**src/rtl/mem_arb_pkg.sv**
```systemverilog
// Shared types and constants for the byte-serial memory arbiter.
package mem_arb_pkg;

    typedef enum logic [1:0] {IDLE, READ, WRITE, DONE} state_e;
    typedef enum logic [1:0] {REQ_IF, REQ_LD, REQ_ST} req_id_e;

    localparam logic [2:0] LD_LB  = 3'b000;
    localparam logic [2:0] LD_LH  = 3'b001;
    localparam logic [2:0] LD_LW  = 3'b010;
    localparam logic [2:0] LD_LBU = 3'b100;
    localparam logic [2:0] LD_LHU = 3'b101;

    localparam logic [1:0] ST_SB = 2'b00;
    localparam logic [1:0] ST_SH = 2'b01;
    localparam logic [1:0] ST_SW = 2'b10;

    localparam logic [1:0] IO_SEL_DEFAULT = 2'b11;

    // Load funct3[1:0] and store size share the same 1/2/4 byte encoding.
    function automatic logic [2:0] byte_count(input logic [1:0] size);
        case (size)
            ST_SB:   return 3'd1;
            ST_SH:   return 3'd2;
            default: return 3'd4;
        endcase
    endfunction

endpackage

```
**src/rtl/mem_ld_extend.sv**
```systemverilog
// Sign/zero extension of an assembled little-endian load word by funct3.
module mem_ld_extend
    import mem_arb_pkg::*;
(
    input  logic [31:0] raw,
    input  logic [2:0]  op,
    output logic [31:0] data
);

    always_comb begin
        data = raw;
        case (op)
            LD_LB:   data = {{24{raw[7]}}, raw[7:0]};
            LD_LH:   data = {{16{raw[15]}}, raw[15:0]};
            LD_LBU:  data = {24'b0, raw[7:0]};
            LD_LHU:  data = {16'b0, raw[15:0]};
            default: data = raw;
        endcase
    end

endmodule

```
**src/rtl/mem_arbiter.sv**
```systemverilog
// Byte-serial RAM/IO arbiter for fetch, load and store requesters.
// Optional IO write back-pressure is enabled by defining MEM_IO_STALL_EN.
module mem_arbiter
    import mem_arb_pkg::*;
#(
    parameter int unsigned ADDR_W = 32,
    parameter int unsigned DATA_W = 32,
    parameter logic [1:0]  IO_SEL = IO_SEL_DEFAULT
) (
    input  logic              clk,
    input  logic              rst,
    input  logic              rdy,
    input  logic              rollback,
    input  logic              if_req,
    input  logic [ADDR_W-1:0] if_addr,
    output logic              if_done,
    output logic [DATA_W-1:0] if_data,
    input  logic              ld_req,
    input  logic [ADDR_W-1:0] ld_addr,
    input  logic [2:0]        ld_op,
    output logic              ld_done,
    output logic [DATA_W-1:0] ld_data,
    input  logic              st_req,
    input  logic [ADDR_W-1:0] st_addr,
    input  logic [1:0]        st_size,
    input  logic [DATA_W-1:0] st_data,
    output logic              st_done,
    input  logic [7:0]        mem_din,
    output logic [7:0]        mem_dout,
    output logic [ADDR_W-1:0] mem_a,
    output logic              mem_wr,
    input  logic              io_buffer_full
);

    state_e            state_q, state_d;
    req_id_e           id_q, id_d;
    logic [ADDR_W-1:0] addr_q, addr_d, mem_a_q, mem_a_d;
    logic [2:0]        op_q, op_d, cnt_q, cnt_d, nbytes;
    logic [31:0]       data_q, data_d, raw_q, raw_d, raw_merged, ext_data;
    logic [7:0]        dout_q, dout_d, wr_byte;
    logic              wr_q, wr_d;
    logic              if_done_q, if_done_d, ld_done_q, ld_done_d, st_done_q, st_done_d;
    logic [DATA_W-1:0] if_data_q, if_data_d, ld_data_q, ld_data_d;
    logic [1:0]        cap_idx;
    logic              st_stall, wr_stall;

`ifdef MEM_IO_STALL_EN
    assign st_stall = (st_addr[17:16] == IO_SEL) && io_buffer_full;
    assign wr_stall = (addr_q[17:16] == IO_SEL) && io_buffer_full;
`else
    logic unused_io_buffer_full;
    assign unused_io_buffer_full = io_buffer_full;
    assign st_stall = 1'b0;
    assign wr_stall = 1'b0;
`endif

    assign nbytes  = byte_count(op_q[1:0]);
    // Byte captured at E(k) is byte k-2 of the access.
    assign cap_idx = cnt_q[1:0] - 2'd2;

    always_comb begin
        raw_merged = raw_q;
        unique case (cap_idx)
            2'd0: raw_merged[7:0]   = mem_din;
            2'd1: raw_merged[15:8]  = mem_din;
            2'd2: raw_merged[23:16] = mem_din;
            2'd3: raw_merged[31:24] = mem_din;
        endcase
    end

    always_comb begin
        wr_byte = data_q[7:0];
        unique case (cnt_q[1:0])
            2'd0: wr_byte = data_q[7:0];
            2'd1: wr_byte = data_q[15:8];
            2'd2: wr_byte = data_q[23:16];
            2'd3: wr_byte = data_q[31:24];
        endcase
    end

    mem_ld_extend u_ld_extend (
        .raw  (raw_merged),
        .op   (op_q),
        .data (ext_data)
    );

    always_comb begin
        state_d   = state_q;
        id_d      = id_q;
        addr_d    = addr_q;
        op_d      = op_q;
        cnt_d     = cnt_q;
        data_d    = data_q;
        raw_d     = raw_q;
        mem_a_d   = mem_a_q;
        dout_d    = dout_q;
        wr_d      = 1'b0;
        if_done_d = 1'b0;
        ld_done_d = 1'b0;
        st_done_d = 1'b0;
        if_data_d = if_data_q;
        ld_data_d = ld_data_q;

        unique case (state_q)
            IDLE: begin
                if (st_req) begin
                    id_d    = REQ_ST;
                    addr_d  = st_addr;
                    op_d    = {1'b0, st_size};
                    data_d  = st_data;
                    state_d = WRITE;
                    cnt_d   = 3'd0;
                    if (!st_stall) begin
                        mem_a_d = st_addr;
                        dout_d  = st_data[7:0];
                        wr_d    = 1'b1;
                        cnt_d   = 3'd1;
                    end
                end else if (ld_req && !rollback) begin
                    id_d    = REQ_LD;
                    addr_d  = ld_addr;
                    op_d    = ld_op;
                    mem_a_d = ld_addr;
                    raw_d   = '0;
                    cnt_d   = 3'd1;
                    state_d = READ;
                end else if (if_req && !rollback) begin
                    id_d    = REQ_IF;
                    addr_d  = if_addr;
                    op_d    = LD_LW;
                    mem_a_d = if_addr;
                    raw_d   = '0;
                    cnt_d   = 3'd1;
                    state_d = READ;
                end
            end
            READ: begin
                if (rollback) begin
                    state_d = IDLE;
                end else begin
                    if (cnt_q < nbytes) mem_a_d = addr_q + ADDR_W'(cnt_q);
                    if (cnt_q >= 3'd2) raw_d = raw_merged;
                    if (cnt_q == nbytes + 3'd1) begin
                        state_d = DONE;
                        if (id_q == REQ_IF) begin
                            if_done_d = 1'b1;
                            if_data_d = raw_merged;
                        end else begin
                            ld_done_d = 1'b1;
                            ld_data_d = ext_data;
                        end
                    end
                    cnt_d = cnt_q + 3'd1;
                end
            end
            WRITE: begin
                if (cnt_q == nbytes) begin
                    st_done_d = 1'b1;
                    state_d   = DONE;
                end else if (!wr_stall) begin
                    mem_a_d = addr_q + ADDR_W'(cnt_q);
                    dout_d  = wr_byte;
                    wr_d    = 1'b1;
                    cnt_d   = cnt_q + 3'd1;
                end
            end
            DONE: state_d = IDLE;
        endcase
    end

    always_ff @(posedge clk or negedge rst) begin
        if (!rst) begin
            state_q   <= IDLE;
            id_q      <= REQ_IF;
            addr_q    <= '0;
            op_q      <= '0;
            cnt_q     <= '0;
            data_q    <= '0;
            raw_q     <= '0;
            mem_a_q   <= '0;
            dout_q    <= '0;
            wr_q      <= 1'b0;
            if_done_q <= 1'b0;
            ld_done_q <= 1'b0;
            st_done_q <= 1'b0;
            if_data_q <= '0;
            ld_data_q <= '0;
        end else if (rdy) begin
            state_q   <= state_d;
            id_q      <= id_d;
            addr_q    <= addr_d;
            op_q      <= op_d;
            cnt_q     <= cnt_d;
            data_q    <= data_d;
            raw_q     <= raw_d;
            mem_a_q   <= mem_a_d;
            dout_q    <= dout_d;
            wr_q      <= wr_d;
            if_done_q <= if_done_d;
            ld_done_q <= ld_done_d;
            st_done_q <= st_done_d;
            if_data_q <= if_data_d;
            ld_data_q <= ld_data_d;
        end
    end

    assign if_done  = if_done_q;
    assign if_data  = if_data_q;
    assign ld_done  = ld_done_q;
    assign ld_data  = ld_data_q;
    assign st_done  = st_done_q;
    assign mem_a    = mem_a_q;
    assign mem_dout = dout_q;
    // Gating by rdy keeps a frozen write from striking the RAM more than once.
    assign mem_wr   = wr_q & rdy;

endmodule

```
**config.mk**
```make
export PLATFORM = sky130hd
export DESIGN_NAME = mem_arbiter
export DESIGN_NICKNAME = d
export VERILOG_FILES = /design/src/rtl/mem_arb_pkg.sv /design/src/rtl/mem_ld_extend.sv /design/src/rtl/mem_arbiter.sv
export SDC_FILE = /design/constraint.sdc
export NUM_CORES = 1
export LEC_CHECK = 0
export ABC_AREA = 0
export BUFFER_PORTS_ARGS = -buffer_cell sky130_fd_sc_hd__buf_2
export CORE_MARGIN = 4
export CORE_UTILIZATION = 53
export DETAILED_ROUTE_END_ITERATION = 10
export PLACE_DENSITY = 0.79
export SLEW_MARGIN = 20
export SYNTH_ARGS = -nofsm -noshare
export SYNTH_HDL_FRONTEND = slang
export SYNTH_SLANG_ARGS = --single-unit
```
**constraint.sdc**
```tcl
create_clock -name clk -period 3.4 [get_ports clk]
set_input_delay 0.68 -clock clk [delete_from_list [all_inputs] [get_ports clk]]
set_output_delay 0.68 -clock clk [all_outputs]
set_load 0.02 [all_outputs]
```
; Word level (Yosys, flattened, before mapping)
; Cells that the tools add are included.
[word_totals]
reg_bits = 214
input_bits = 149
out_inout_bits = 108
elab_cells = 126
[classes]
n_addsub = 4
n_lt_le_gt_ge = 2
eq_ne = 25
n_mux = 55
bitwise_logic = 3
n_reduce_logical = 22
[ops]
columns = op, count
row1 = two-way mux 32 bit, 11
row2 = case mux 32 bit (4 select lines), 1
row3 = case mux 32 bit (3 select lines), 1
row4 = case mux 32 bit (2 select lines), 1
row5 = two-way mux 8 bit, 6
row6 = adder 32 x 3 -> 32 bit, 1
row7 = case mux 8 bit (4 select lines), 1
row8 = two-way mux 3 bit, 8
row9 = two-way mux 2 bit, 9
row10 = case mux 8 bit (2 select lines), 1
row11 = AND reduction 5 bit, 3
row12 = inequality test 2 bit (second input constant), 7
row13 = equality test 2 bit (second input constant), 6
row14 = two-way mux 1 bit, 12
row15 = AND reduction 6 bit, 2
row16 = zero test 2 bit, 5
row17 = case mux 3 bit (3 select lines), 1
row18 = equality test 2 x 1 -> 1 bit (second input constant), 4
row19 = case mux 2 bit (4 select lines), 1
row20 = AND reduction 4 bit, 2
row21 = adder 3 x 1 -> 3 bit (second input constant), 2
row22 = equality test 3 bit, 2
row23 = equality test 3 bit (second input constant), 2
row24 = inequality test 3 bit (second input constant), 2
row25 = other kinds (15), 20

; Depth between registers and ports, before layout
; Gate-level depths: netlist of the first run.
[depth]
word_depth = 7
ltp_mapped = 12
ltp_nobuf = 8

; Hierarchy
; Synthesis of the first run repeated with hierarchy kept, for this count alone.
[hier_totals]
cells_unflattened = 1032
hier_area_um2 = 10989.3
[modules_own_cells]
columns = mod, n_inst, cells_per_inst, area_per_inst_um2, seq_area_each_um2
row1 = mem_arbiter, 1, 965, 10633.9, 5355.1
row2 = mem_ld_extend, 1, 67, 355.3, 0.0

; Worst setup path after synthesis of the first run
; OpenSTA, ideal clock, no wires.
[synth_path]
path_type = register to register
startpoint = reg op_q[0]
endpoint = reg mem_a_q[18] (netlist: mem_a[18])
setup_time_ns = 0.126
arrival_ns = 2.553
path_slack_ns = 0.721
stages_incl_launch_ff = 11
cell_sequence = dfrtp_1 -> or2_2 -> clkbuf_1 -> inv_1 -> ha_1 -> a41oi_1 -> o311ai_2 -> or2_2 -> buf_2 -> buf_2 -> a221o_1
[synth_between]
elab_chain_len = 5
[synth_lines]
columns = element, line_no
row1 = "start, declared", mem_arbiter.sv:38  ; logic [2:0] op_q, op_d, cnt_q, cnt_d, nbytes;
row2 = "start signal, assigned", mem_arbiter.sv:192  ; op_q <= op_d;
row3 = equality test 2 x 1 -> 1 bit / zero test 2 bit (equally long branches), mem_arb_pkg.sv:21  ; case (size)
row4 = case mux 3 bit (2 select lines) (*), mem_arb_pkg.sv:21
row5 = less-than comparator 3 bit / equality test 3 bit (equally long branches), "mem_arbiter.sv:141, mem_arbiter.sv:157"
row6 = inequality test 2 bit (no line), --
row7 = AND reduction 6 bit (no line) (*), --
row8 = "end signal, assigned", mem_arbiter.sv:196  ; mem_a_q <= mem_a_d;
row9 = "end, declared", mem_arbiter.sv:37  ; logic [ADDR_W-1:0] addr_q, addr_d, mem_a_q, mem_a_d;
; Every way passes the cells marked *; elsewhere a longest branch is shown, timed or not.
; A chain may end at the register's enable or synchronous reset.

; Worst setup path after layout of the first run
[layout_path]
startpoint = reg op_q[0]
endpoint = reg mem_a_q[31] (netlist: mem_a[31])
; The elaborated chain is that of the path after synthesis.

==> flow_metrics.env, run 1 <==
export IMPL_root_buffer="clkbuf_16"
export IMPL_synth_top_family_by_area="multiplexers"
export IMPL_status="finished, final reports clean"
export IMPL_wl_mm=29.1
export IMPL_p_comb_share_pct=41.7
export IMPL_finalHoldViolCount=0
export IMPL_grt_pass1_vias=9079
export IMPL_post_place_cells=1558
export IMPL_utilization_pct=65.3
export IMPL_cts_hold_buf=0
export IMPL_async_flop_share_pct=100
export IMPL_finalWorstSetupSlack_ps=397
export IMPL_cts_resized=0
export IMPL_die_x_um=151
export IMPL_clock_sinks=214
export IMPL_cp_end_kind="flip-flop"
export IMPL_synth_distinct_cells=61
export IMPL_core_region_area_um2=20200
export IMPL_synth_compound_area_share_pct=13.3
export IMPL_whs_ps=145
export IMPL_power_internal_mw=6.92
export IMPL_drive_above_1_share_pct=33.1
export IMPL_cp_arrival_ps=3430
export IMPL_synth_area_per_cell_um2=10.1
export IMPL_wl_per_cell_um=18.2
export IMPL_final_setup_tns_ps=0
export IMPL_path_max_fanout=46
export IMPL_synth_xor_area_share_pct=1.78
export IMPL_synthAdderAreaFrac_pct=1.91
export IMPL_yosys_area_share_simple_pct=14.7
export IMPL_dp_hpwl_mm=20.7
export IMPL_synth_top_area_cell="dfrtp_1"
export IMPL_synth_cell_area_um2=10900
export IMPL_slew_viol_final=0
export IMPL_leakage_nw=6.29
export IMPL_initial_core_util_pct=53.8
export IMPL_synth_seq_cells=214
export IMPL_drtIter0Drc=500
export IMPL_post_cts_setup_buffers=0
export IMPL_grt_max_degree=71
export IMPL_synth_seq_area_share_pct=49.3
export IMPL_synthTopCellsByArea="dfrtp_1, mux2_2, nand2_1, mux2i_1, o21ai_0"
export IMPL_dr_pass1_iters=6
export IMPL_cts_buffers=23
export IMPL_hold_path_class="input port to asynchronous set/reset pin"
export IMPL_cts_tree="built"
export IMPL_drv_cap=0
export IMPL_finalClockSkew_ps=9.20
export IMPL_pre_cts_slack_ps=399
export IMPL_synth_edf_count=0
export IMPL_floorplan_die_area_um2=22800
export IMPL_io_pins=257
export IMPL_grtUsageTotal_pct=25.1
export IMPL_total_power_mw=11.6
export IMPL_synth_top_flop_cell="dfrtp_1"
export IMPL_rows=52
export IMPL_power_frac_clock_pct=21.5
export IMPL_max_freq_ghz=0.333
export IMPL_clk_latency_ps=530
export IMPL_rsz0062_at_grt="no"
export IMPL_fin_nets=1478
export IMPL_syn_nets=1244
export IMPL_synthMuxAreaShare_pct=15.5
export IMPL_clkSlewWorstSetupHoldPaths_ps=60
export IMPL_synthCells=1079
export IMPL_antenna_left=0
export IMPL_place_gp_congestion=0.855
export IMPL_reg2reg_slack_ps=400
export IMPL_grt_pass1_wl_mm=46.0
export IMPL_fin_area_um2=13200
export IMPL_cp_required_ps=3820
export IMPL_fin_crit_sh_pct=88.3
export IMPL_ir_worst_vdd_mv=0.404
export IMPL_area_delta_synth_final_pct=21.4
export IMPL_ys_top_cells_by_count="dfrtp_1, nand2_1, mux2_2"
export IMPL_min_period_ps=3000
export IMPL_p_switching_mw=4.68
export IMPL_h_tree_depth=1
export IMPL_powerDensity_nw_per_um2=880
export IMPL_sw_frac_of_total_pct=40.3
export IMPL_tightest_slew_ps=912
export IMPL_num_vias=9083
export IMPL_yosysTopAreaCellShare_pct=49.3
export IMPL_placed_area_um2=12400
export IMPL_crit_type="flip-flop to flip-flop"
export IMPL_die_h_um=151
export IMPL_viasPerCell=5.68
export IMPL_cts_buffer_depth=3
export IMPL_ys_warn_count=0
export IMPL_synth_most_common_cell="dfrtp_1"
export IMPL_route_detailed_drc=0
export IMPL_slew_limit_headroom_pct=39.2
export IMPL_setup_viol=0
export IMPL_sequentialPowerShare_pct=36.8
export IMPL_start_kind="flip-flop"
export IMPL_grt_overflow=0
export IMPL_grt_antenna_before_repair=3
export IMPL_io_buffers=255
export IMPL_fin_cells=1600
==> critical path: stages (launching register included) <==
cell and delay (ps):
dfrtp_1 400, or2_2 410, inv_1 100, ha_1 260
a41oi_1 290, o311ai_2 160, or2_2 650, o41a_1 530
o311ai_1 70
==> flip-flops by register name (all words and copies together) (netlist names), 2 cells and up <==
register / flops
state_q: 2
id_q: 2
op_q: 3
raw_q: 32
mem_a: 32
mem_dout: 8
if_data: 32
ld_data: 32
addr_q: 32
cnt_q: 3
data_q: 32
==> per-layer routing <==
| layer | global-route usage (%) | vias up | wire length, um |
|---|---|---|---|
| met5 | 0 | - | 13 |
| met4 | 6.89 | 2 | 661 |
| met3 | 5.03 | 49 | 2520 |
| met2 | 42.7 | 351 | 14500 |
| met1 | 32.9 | 4364 | 11400 |
| li1 | - | 4317 | - |
==> power by group through the flow <==
stage / logic, mW / registers (mW) / clock network (mW)
global placement: 4.68 / 4.25 / 0
CTS: 4.87 / 4.26 / 2.53
floorplan: 2.94 / 4.63 / 0
finish: 4.83 / 4.27 / 2.49
detailed placement: 4.84 / 4.29 / 0
global route: 5.32 / 4.40 / 2.64
==> layout make-up <==
type	instances	area (um2)
timing repair buffer	285	1540
fill	1589	6990
inverter	13	48.8
clock buffer	30	632
sequential	214	5360
antenna	3	7.51
tap	270	338
multi-input combinational	776	5150
clock inverter	9	113
==> path summary, 6_finish.rpt <==
check | from | to | cells past startpoint
min in group clk | st_data[17] | data_q[17] | 2
max in group asynchronous | rst | mem_a[22] | 2
hold reg to reg | mem_a[3] | mem_a[3] | 2
setup / recovery | op_q[0] | mem_a[31] | 8
setup reg to reg | op_q[0] | mem_a[31] | 8
hold / removal | rst | if_data[29] | 1
==> cell usage in the layout, fill, tap and decap left out, types with 4 or more instances in the layout <==
cell type,n
dfrtp_1,214
nor3_1,17
xor2_1,11
clkbuf_1,4
mux2_2,104
buf_4,28
and3_1,6
o311ai_0,6
nor4_1,12
ha_1,15
clkbuf_16,23
inv_1,13
nand3_1,26
nand2_1,167
nor2b_1,11
a221o_1,15
and4_1,4
a222oi_1,8
nand4_1,9
a21o_1,4
clkinv_2,5
mux2i_1,51
o21ai_0,95
nand2b_1,5
a21oi_1,71
buf_2,254
o211ai_1,5
nor2_1,70
xnor2_1,11
clkbuf_8,4
==> cell families (layout without fill, tap and decap cells) <==
logic type / count (synthesis) / in the layout
AOI/OAI and AO/OA: 234 / 234
xor gates and xnor gates: 22 / 22
adders and majority gates: 16 / 16
buffers and inverters: 89 / 337
DFF: 214 / 214
muxes: 155 / 155
other: 0 / 3
and+or+nand+nor: 349 / 349
Note: power is estimated with default switching activity, not from simulation.
==> inputs of run 2 (changes only) <==
--- a/config.mk
+++ b/config.mk
@@ -14,4 +14,5 @@
 export SLEW_MARGIN = 20
 export SYNTH_ARGS = -nofsm -noshare
 export SYNTH_HDL_FRONTEND = slang
+export SYNTH_HIERARCHICAL = 1
 export SYNTH_SLANG_ARGS = --single-unit
==> run 2 against run 1 <==
  * Wire length grew 0.62%
  * Register-to-register slack worse by 40 ps
  * Die area up 1.2%
  * Non-clock buffer count fell by 1
  * Critical path depth fell by 1
  * Sequential share of layout area fell by 0.22 points
  * Largest power group unchanged
  * Clock power decreased by 3%
  * Flip-flop and latch count unchanged
  * Worst hold slack got worse by 15 ps
==> flow_metrics.env, run 2 <==
export IMPL_status="finished, final reports clean"
export IMPL_synth_seq_area_share_pct=48.7
export IMPL_dr_pass1_iters=5
export IMPL_fin_cells=1551
export IMPL_ys_top_cells_by_count="dfrtp_1, nand2_1, mux2_2"
export IMPL_reg2reg_slack_ps=360
export IMPL_cp_end_kind="flip-flop"
export IMPL_place_gp_congestion=0.905
export IMPL_io_pins=257
export IMPL_root_buffer="clkbuf_16"
export IMPL_grtUsageTotal_pct=24.8
export IMPL_synth_distinct_cells=64
export IMPL_r2r_start="op_q[1]"
export IMPL_fillers=1573
export IMPL_synth_top_area_cell="dfrtp_1"
export IMPL_rsz0062_at_grt="no"
export IMPL_drv_cap=0
export IMPL_h_tree_depth=1
export IMPL_critical_path_cell_chain="inv_1, ha_1, a211o_1, o21ai_1, or4b_2, nor2_4, a221o_1"
export IMPL_die_x_um=152
export IMPL_grt_overflow=0
export IMPL_final_setup_tns_ps=0
export IMPL_crit_family="simple AND/OR/NAND/NOR gates"
export IMPL_area_delta_synth_final_pct=20.6
export IMPL_fin_nets=1428
export IMPL_ys_warn_count=6
export IMPL_path_max_fanout=30
export IMPL_finalClockSkew_ps=24.3
export IMPL_cp_arrival_ps=3480
export IMPL_crit_type="flip-flop to flip-flop"
export IMPL_synth_area_per_cell_um2=10.6
export IMPL_cts_tree="built"
export IMPL_utilization_pct=65.3
export IMPL_hold_path_class="input port to asynchronous set/reset pin"
export IMPL_synth_most_common_cell="dfrtp_1"
export IMPL_slew_limit_headroom_pct=45.1
export IMPL_dp_hpwl_mm=20.6
export IMPL_async_flop_share_pct=100
export IMPL_synth_seq_cells=214
export IMPL_grt_pass1_vias=9132
export IMPL_finalHoldViolCount=0
export IMPL_clk_latency_ps=520
export IMPL_final_cell_mix="buf_2, dfrtp_1, nand2_1, mux2_2, o21ai_0"
export IMPL_grt_max_degree=90
export IMPL_max_freq_ghz=0.329
export IMPL_drive_above_1_share_pct=38.6
export IMPL_slew_viol_final=0
export IMPL_post_place_cells=1507
export IMPL_start_kind="flip-flop"
export IMPL_floorplan_die_area_um2=23100
export IMPL_clkSlewWorstSetupHoldPaths_ps=60
export IMPL_cts_hold_buf=0
export IMPL_synth_edf_count=0
export IMPL_synth_top_flop_cell="dfrtp_1"
export IMPL_grt_antenna_before_repair=5
export IMPL_ir_worst_vdd_mv=0.653
export IMPL_cpMaxStageDelayCell="or4b_2"
export IMPL_post_cts_setup_buffers=0
export IMPL_antenna_left=0
export IMPL_crit_buf_inv=1
export IMPL_wl_per_cell_um=18.9
export IMPL_rows=52
export IMPL_num_vias=8899
export IMPL_clock_sinks=214
export IMPL_wl_mm=29.3
export IMPL_powerDensity_nw_per_um2=840
export IMPL_core_region_area_um2=20300
export IMPL_final_common_cell="buf_2"
export IMPL_route_detailed_drc=0
export IMPL_drtIter0Drc=553
export IMPL_placed_area_um2=12500
export IMPL_synth_cell_area_um2=11000
export IMPL_viasPerCell=5.74
export IMPL_yosysTopAreaCellShare_pct=48.7
export IMPL_synthCells=1032
export IMPL_whs_ps=130
export IMPL_io_buffers=255
export IMPL_min_period_ps=3040
export IMPL_cts_resized=0
export IMPL_fin_area_um2=13200
export IMPL_cts_buffer_depth=3
export IMPL_leakage_nw=6.74
export IMPL_cts_buffers=24
export IMPL_critPathMaxStageDelay_ps=980
export IMPL_syn_nets=1197
export IMPL_synthTopCellsByArea="dfrtp_1, mux2_2, nand2_1, mux2i_1, o21ai_0"
export IMPL_grt_pass1_wl_mm=47.9
export IMPL_tightest_slew_ps=824
export IMPL_setup_viol=0
export IMPL_reg2regPathDepth=7
export IMPL_r2r_end="mem_a[14]"
export IMPL_cp_required_ps=3830
export IMPL_die_h_um=152
export IMPL_fin_crit_sh_pct=89.5
export IMPL_initial_core_util_pct=54.1
[run 2: changes by cell type in the layout (fill, tap and decap cells not counted), sizes merged, moves of 6 or more]
cell    previous run  this run
mux2             104       154
nor2              71        22
nand3             26        46
a31o               0         6
nor2b             12         3
a21oi             72        18
o21ai             95        87
nand2            167       178
o311ai             8         0
clkbuf            31        38
and3               6        12
nor4              13         4
[run 2: cells by family (layout without fill, tap and decap cells)]
kind of cell	Yosys count	in the layout	synth area share, %
other cells	0	3	0
compound gates	167	167	9.81
simple gates	316	316	13.3
mux	203	203	20.3
xor+xnor	23	23	1.83
fa+ha+maj	16	16	1.89
flops	214	214	48.7
buf+inv	93	339	4.11
[run 2: cell type report]
type / instances / area [um2] / share of cell area [%]
inverters: 14 / 52.6 / 0.397
repair buffers: 284 / 1530 / 11.5
diodes: 3 / 7.51 / 0.0567
clock inverters: 4 / 33.8 / 0.255
well taps: 270 / 338 / 2.55
flip-flops and latches: 214 / 5360 / 40.4
clock buffers: 37 / 699 / 5.28
multi-input cells: 725 / 5230 / 39.5
[run 2: where the power goes]
group | internal (mW) | switching, mW | total [mW]
Clock | 1.41 | 0.997 | 2.41
Sequential | 3.47 | 0.671 | 4.14
Combinational | 1.88 | 2.69 | 4.58
[run 2: routing by layer]
metal | GRT usage [%] | vias to the layer above | part of all wire [%]
met5 | 0 | - | 0.072
met4 | 7.75 | 4 | 2.9
met3 | 6.46 | 59 | 9.1
met2 | 40.9 | 375 | 48
met1 | 32.3 | 4335 | 40
li1 | - | 4126 | -
[run 2: worst max path at each step]
stage | from | to | slack, ps | cells past startpoint
2_1_floorplan | cnt_q[0] | ld_data[17] | 830 | 9
3_3_place_gp | rollback | mem_a[20] | 490 | 6
3_5_place_dp | op_q[1] | mem_a[14] | 430 | 7
4_1_cts | op_q[1] | mem_a[14] | 410 | 7
5_1_grt | op_q[1] | mem_a[12] | 220 | 7
6_report | op_q[1] | mem_a[14] | 360 | 7
[run 2: through the flow]
stage                     setup WS, ps  power [mW]
after floorplan                    828        7.27
after global placement             493        8.54
after detailed placement           433        8.73
after CTS                          408        11.2
after global routing               220        11.9
final                              358        11.1
